**config.mk**
```make
export PLATFORM = sky130hd
export DESIGN_NAME = boat_anim_sprite
export DESIGN_NICKNAME = d
export VERILOG_FILES = /design/src/rtl/boat_anim_sprite.sv
export SDC_FILE = /design/constraint.sdc
export NUM_CORES = 1
export LEC_CHECK = 0
export ABC_AREA = 1
export CORE_MARGIN = 2
export CORE_UTILIZATION = 35
export CTS_CLUSTER_DIAMETER = 120
export DETAILED_ROUTE_END_ITERATION = 8
export HOLD_SLACK_MARGIN = 0.06
export PLACE_DENSITY_LB_ADDON = 0.3
export SLEW_MARGIN = 25
export SYNTH_ARGS = -nofsm -noshare
export SYNTH_HDL_FRONTEND = slang
export SYNTH_SLANG_ARGS = --single-unit
```
**constraint.sdc**
```tcl
create_clock -name clk -period 8.5 [get_ports clk]
set_input_delay 2.125 -clock clk [delete_from_list [all_inputs] [get_ports clk]]
set_output_delay 2.125 -clock clk [all_outputs]
set_load 0.01 [all_outputs]
```
**src/rtl/boat_anim_sprite.sv**
```systemverilog
//==============================================================================
// Module   : boat_anim_sprite
// Brief    : Procedural animated 80x80 boat sprite. Outputs are combinational
//            from the beam position. The wake layer is built only when the
//            BOAT_WAKE_EN macro is defined.
// Revision : 1.0 - initial release
//==============================================================================
`default_nettype none

module boat_anim_sprite (
  input  logic        clk,
  input  logic        rst,
  input  logic        slow_anim_tick,
  input  logic [9:0]  car_x,
  input  logic [9:0]  hCount,
  input  logic [9:0]  vCount,
  output logic [11:0] boat_pixel,
  output logic        in_boat_area
);

  localparam logic [11:0] c_GRAY  = 12'h888;
  localparam logic [11:0] c_RED   = 12'hF00;
  localparam logic [11:0] c_CYAN  = 12'h09F;
  localparam logic [11:0] c_WHITE = 12'hFFF;
  localparam logic [11:0] c_BROWN = 12'h841;
  localparam logic [9:0]  c_TOP_Y = 10'd400;

  logic [1:0] r_frame;

  always_ff @(posedge clk or posedge rst) begin
    if (rst)
      r_frame <= 2'd0;
    else if (slow_anim_tick)
      r_frame <= r_frame + 2'd1;
  end

  // 12-bit signed keeps hCount - car_x + 40 exact, so a left-edge boat never wraps
  logic signed [11:0] w_lx;
  logic signed [11:0] w_ly;
  logic               w_in_box;
  logic [6:0]         w_x;
  logic [6:0]         w_y;

  assign w_lx     = $signed({2'b00, hCount}) - $signed({2'b00, car_x}) + 12'sd40;
  assign w_ly     = $signed({2'b00, vCount}) - $signed({2'b00, c_TOP_Y});
  assign w_in_box = (w_lx >= 12'sd0) && (w_lx <= 12'sd79) &&
                    (w_ly >= 12'sd0) && (w_ly <= 12'sd79);
  assign w_x      = w_lx[6:0];
  assign w_y      = w_ly[6:0];

  logic       w_mast;
  logic       w_flag;
  logic       w_window;
  logic       w_cabin;
  logic       w_deck;
  logic       w_hull;
  logic       w_wake;
  logic [6:0] w_flag_last;
  logic [6:0] w_r;
  logic [6:0] w_half;

  assign w_flag_last = r_frame[0] ? 7'd49 : 7'd53;
  assign w_r         = w_y - 7'd40;
  assign w_half      = w_r >> 1;

  assign w_mast   = (w_x >= 7'd38) && (w_x <= 7'd41) && (w_y <= 7'd19);
  assign w_flag   = (w_y >= 7'd2) && (w_y <= 7'd9) &&
                    (w_x >= 7'd42) && (w_x <= w_flag_last);
  assign w_window = (w_x >= 7'd30) && (w_x <= 7'd49) &&
                    (w_y >= 7'd26) && (w_y <= 7'd31);
  assign w_cabin  = (w_x >= 7'd24) && (w_x <= 7'd55) &&
                    (w_y >= 7'd20) && (w_y <= 7'd39);
  assign w_deck   = (w_y >= 7'd40) && (w_y <= 7'd43);
  assign w_hull   = (w_y >= 7'd44) && (w_y <= 7'd63) &&
                    (w_x >= w_half) && (w_x <= (7'd79 - w_half));

`ifdef BOAT_WAKE_EN
  logic [6:0] w_wake_sum;

  // Scrolling the pattern by 4 px per frame makes the wake appear to trail
  assign w_wake_sum = w_x + {3'b000, r_frame, 2'b00};
  assign w_wake     = (w_y >= 7'd64) && (w_x >= 7'd8) && (w_x <= 7'd71) &&
                      (w_wake_sum[3] == w_y[2]);
`else
  logic w_unused_frame;

  assign w_unused_frame = r_frame[1];
  assign w_wake         = 1'b0;
`endif

  always_comb begin
    boat_pixel   = 12'h000;
    in_boat_area = 1'b0;
    if (w_in_box) begin
      in_boat_area = 1'b1;
      if (w_mast)
        boat_pixel = c_GRAY;
      else if (w_flag)
        boat_pixel = c_RED;
      else if (w_window)
        boat_pixel = c_CYAN;
      else if (w_cabin || w_deck)
        boat_pixel = c_WHITE;
      else if (w_hull)
        boat_pixel = c_BROWN;
      else if (w_wake)
        boat_pixel = c_WHITE;
      else
        in_boat_area = 1'b0;
    end
  end

endmodule

`default_nettype wire

```
==> results of run 1 <==
[metrics by stage]
step	setup WS, ns	cells	hold WS, ns	utilization, %
after floorplan	1.76	343	0.448	-
after global placement	0.629	456	0.480	45.7
after detailed placement	0.534	456	0.470	45.7
after CTS	0.522	456	0.476	45.7
after global routing	0.150	456	0.501	45.7
final	0.537	456	0.470	45.7
[where the power goes]
group          switching [µW]  internal, µW  total (µW)
registers                1.76          7.35        9.10
logic                     138          88.5         227
clock network               0             0           0
total                     140          95.9         236
[layer usage]
metal / part of all wire, % / global-route usage, %
met1: 50 / 22.2
met2: 42 / 25.3
met3: 7.3 / 0.792
met4: 0.27 / 0.508
met5: 0 / 0
[worst paths after layout]
path | from | end | slack [ns] | cells after the start
hold reg to reg | r_frame[0] | r_frame[0] | 0.47 | 1
min in group asynchronous | rst | r_frame[0] | 2.27 | 2
setup / recovery | hCount[0] | boat_pixel[11] | 0.54 | 21
setup reg to reg | r_frame[0] | r_frame[0] | 7.84 | 1
hold / removal | r_frame[0] | r_frame[0] | 0.47 | 1
max in group asynchronous | rst | r_frame[0] | 6.14 | 2
[logic make-up after synthesis]
kind of cell / count (synthesis) / synth area share [%]
xor+xnor: 8 / 3.46
fa+ha+maj: 42 / 26.3
simple gates: 163 / 37.0
flops: 1 / 1.24
buf+inv: 70 / 13.9
compound gates: 59 / 18.1
[cell type report]
cell class | count | area [µm²]
Fill cell | 597 | 3010
Multi-Input combinational cell | 272 | 1720
Timing Repair Buffer | 46 | 458
Inverter | 65 | 244
Tap cell | 72 | 90.1
Sequential cell | 1 | 25.0
[cell usage in the layout (no fill, tap or decap)]
| cell | Yosys | routed |
|---|---|---|
| a211oi_1 | 2 | 2 |
| a211oi_2 | 1 | 1 |
| a21o_1 | 1 | 1 |
| a21oi_1 | 25 | 25 |
| a21oi_2 | 1 | 1 |
| a21oi_4 | 1 | 1 |
| a31o_2 | 1 | 1 |
| a31oi_1 | 4 | 4 |
| and3_1 | 2 | 2 |
| buf_4 | 5 | 1 |
| clkdlybuf4s50_1 | 0 | 45 |
| dfrtp_1 | 1 | 1 |
| fa_1 | 1 | 1 |
| ha_1 | 41 | 41 |
| inv_1 | 64 | 64 |
| inv_2 | 1 | 1 |
| nand2_1 | 80 | 80 |
| nand2_2 | 11 | 11 |
| nand2_4 | 3 | 3 |
| nand3_1 | 25 | 25 |
| nand3_2 | 2 | 2 |
| nand4_1 | 9 | 9 |
| nor2_1 | 24 | 24 |
| nor2_2 | 2 | 2 |
| nor3_1 | 3 | 3 |
| nor3b_1 | 1 | 1 |
| o2111ai_1 | 1 | 1 |
| o211ai_1 | 2 | 2 |
| o21ai_0 | 13 | 13 |
| o21ai_2 | 1 | 1 |
| o21bai_1 | 1 | 1 |
| o311ai_0 | 1 | 1 |
| o31ai_1 | 2 | 2 |
| o32ai_1 | 1 | 1 |
| o41ai_1 | 1 | 1 |
| or2_2 | 1 | 1 |
| xnor2_1 | 4 | 4 |
| xor2_1 | 4 | 4 |
==> results.md, run 1 <==
* CP Cell Sequence: clkdlybuf4s50_1, inv_1, ha_1, fa_1, inv_1, nand3_1, nand3_1, nand2_1, ha_1, ha_1, inv_1, nor2_1, o21ai_0, nand2_1, a21oi_1, a21oi_1, nand2_1, nand3_1, nand2_1, a21oi_1, clkdlybuf4s50_1
* Post-synth EDFFs at 0
* Max VDD drop at 0.0675 mV
* Die Y at 80.0 µm
* Hold-fix buffers at CTS at 0
* Synth cell types at 37
* Post-Syn Area at 0.00202 mm²
* Final Cycle Share at 93.7%
* Top post-synthesis cells by count: nand2_1, inv_1, ha_1, a21oi_1, nand3_1
* WP buf/inv at 5
* Slew Limit Fails at 0
* Largest Register: r_frame
* Max reg flops at 1
* YS warnings at 0
* Most area-hungry cell type in the Yosys netlist: ha_1
* Status: completed
* Largest net degree at the start of global routing at 10
* Clock period minus worst slack at 7.96 ns
* Sequential area share after synthesis at 1.24%
* Clock Latency Late Sink at 0 ns
* Synth top area share at 25.4%
* Residual DRC at 0
* Critical path fanouts, max at 5
* Antenna diode count at 0
* Cell Area, Placed at 0.00253 mm²
* Antenna violations before repair at 0
* Relative slew slack at 71.3%
* FMAX at 0.126 GHz
* Worst path slowest cell: clkdlybuf4s50_1
* Final setup viols at 0
* Drt via density at 4.97
* Required time of the critical path at 6.38 ns
* Post-Synthesis Cells at 343
* Pwr Total at 236 µW
* Die Area at 0.00640 mm²
* Post-route ant nets at 0
* Nets@finish at 461
* Reg clk slew, reported paths at 0 ns
* Total grt overflow at 0
* Largest cells by area after synthesis: ha_1, nand2_1, inv_1, a21oi_1, nand3_1
* Routability Congestion at 0.999
* Actual slew at the worst max-slew pin at 0.427 ns
* First-pass GRT wire length at 8260 µm
* DP Wirelength at 4230 µm
* Worst hold path class: reg -> reg
* Core footprint at 0.00554 mm²
* Cell family with most CP delay: adder cells
* Setup Skew at 0 ns
* Syn nets at 418
* CP Data Arrival Time at 5.84 ns
* Cts repair resizes at 0
* Asr flop ratio synth at 100%
* Yosys reg bits at 1
* Drt wl/cell at 10.6 µm
* Final Hold Viols at 0
* Die span in x at 80.0 µm
* Crit path kind: in -> out
* GRT Total Usage at 15.1%
* Count leader, synth: nand2_1
* Registers with the most flip-flops: r_frame: 1 flops
* RSZ-0062 raised after global routing: no
* Number of global-route vias before repair at 1,976
* Layout cells sized above 1 at 6.77%
* Setup crit end kind: output pin
* CP peak stage delay at 0.55 ns
* I/O Pins at 46
* Startpoint type of the worst setup path: input port
* Static leakage at 0.00132 µW
* Most numerous cell on the critical path: nand2_1
* Power per cell area at 93.0 mW/mm²
* IO Port Bufs at 45
* Postcts setup bufs at 0
* Main synth FF type: dfrtp_1
* Post-Syn Area per Cell at 5.90 µm²
* Via count at 2,268
* Area grow syn2layout at 25.2%
* MaxCap Viol Count at 0
* Initial Util at 36.5%
* Setup TNS at 0 ns
* Final wirelength at 4840 µm
* Final Instance Area at 0.00253 mm²
* Drt pass-1 iters at 4
* DR iter-0 viols at 88
* FP Rows at 27
Note: power is estimated with default switching activity, not from simulation.
==> inputs of run 2 (changes only) <==
--- a/config.mk
+++ b/config.mk
@@ -6,6 +6,7 @@
 export NUM_CORES = 1
 export LEC_CHECK = 0
 export ABC_AREA = 1
+export CAP_MARGIN = 20
 export CORE_MARGIN = 2
 export CORE_UTILIZATION = 35
 export CTS_CLUSTER_DIAMETER = 120
==> results of run 2 <==
Final layout, timing and power as in run 1 (identical DEF).
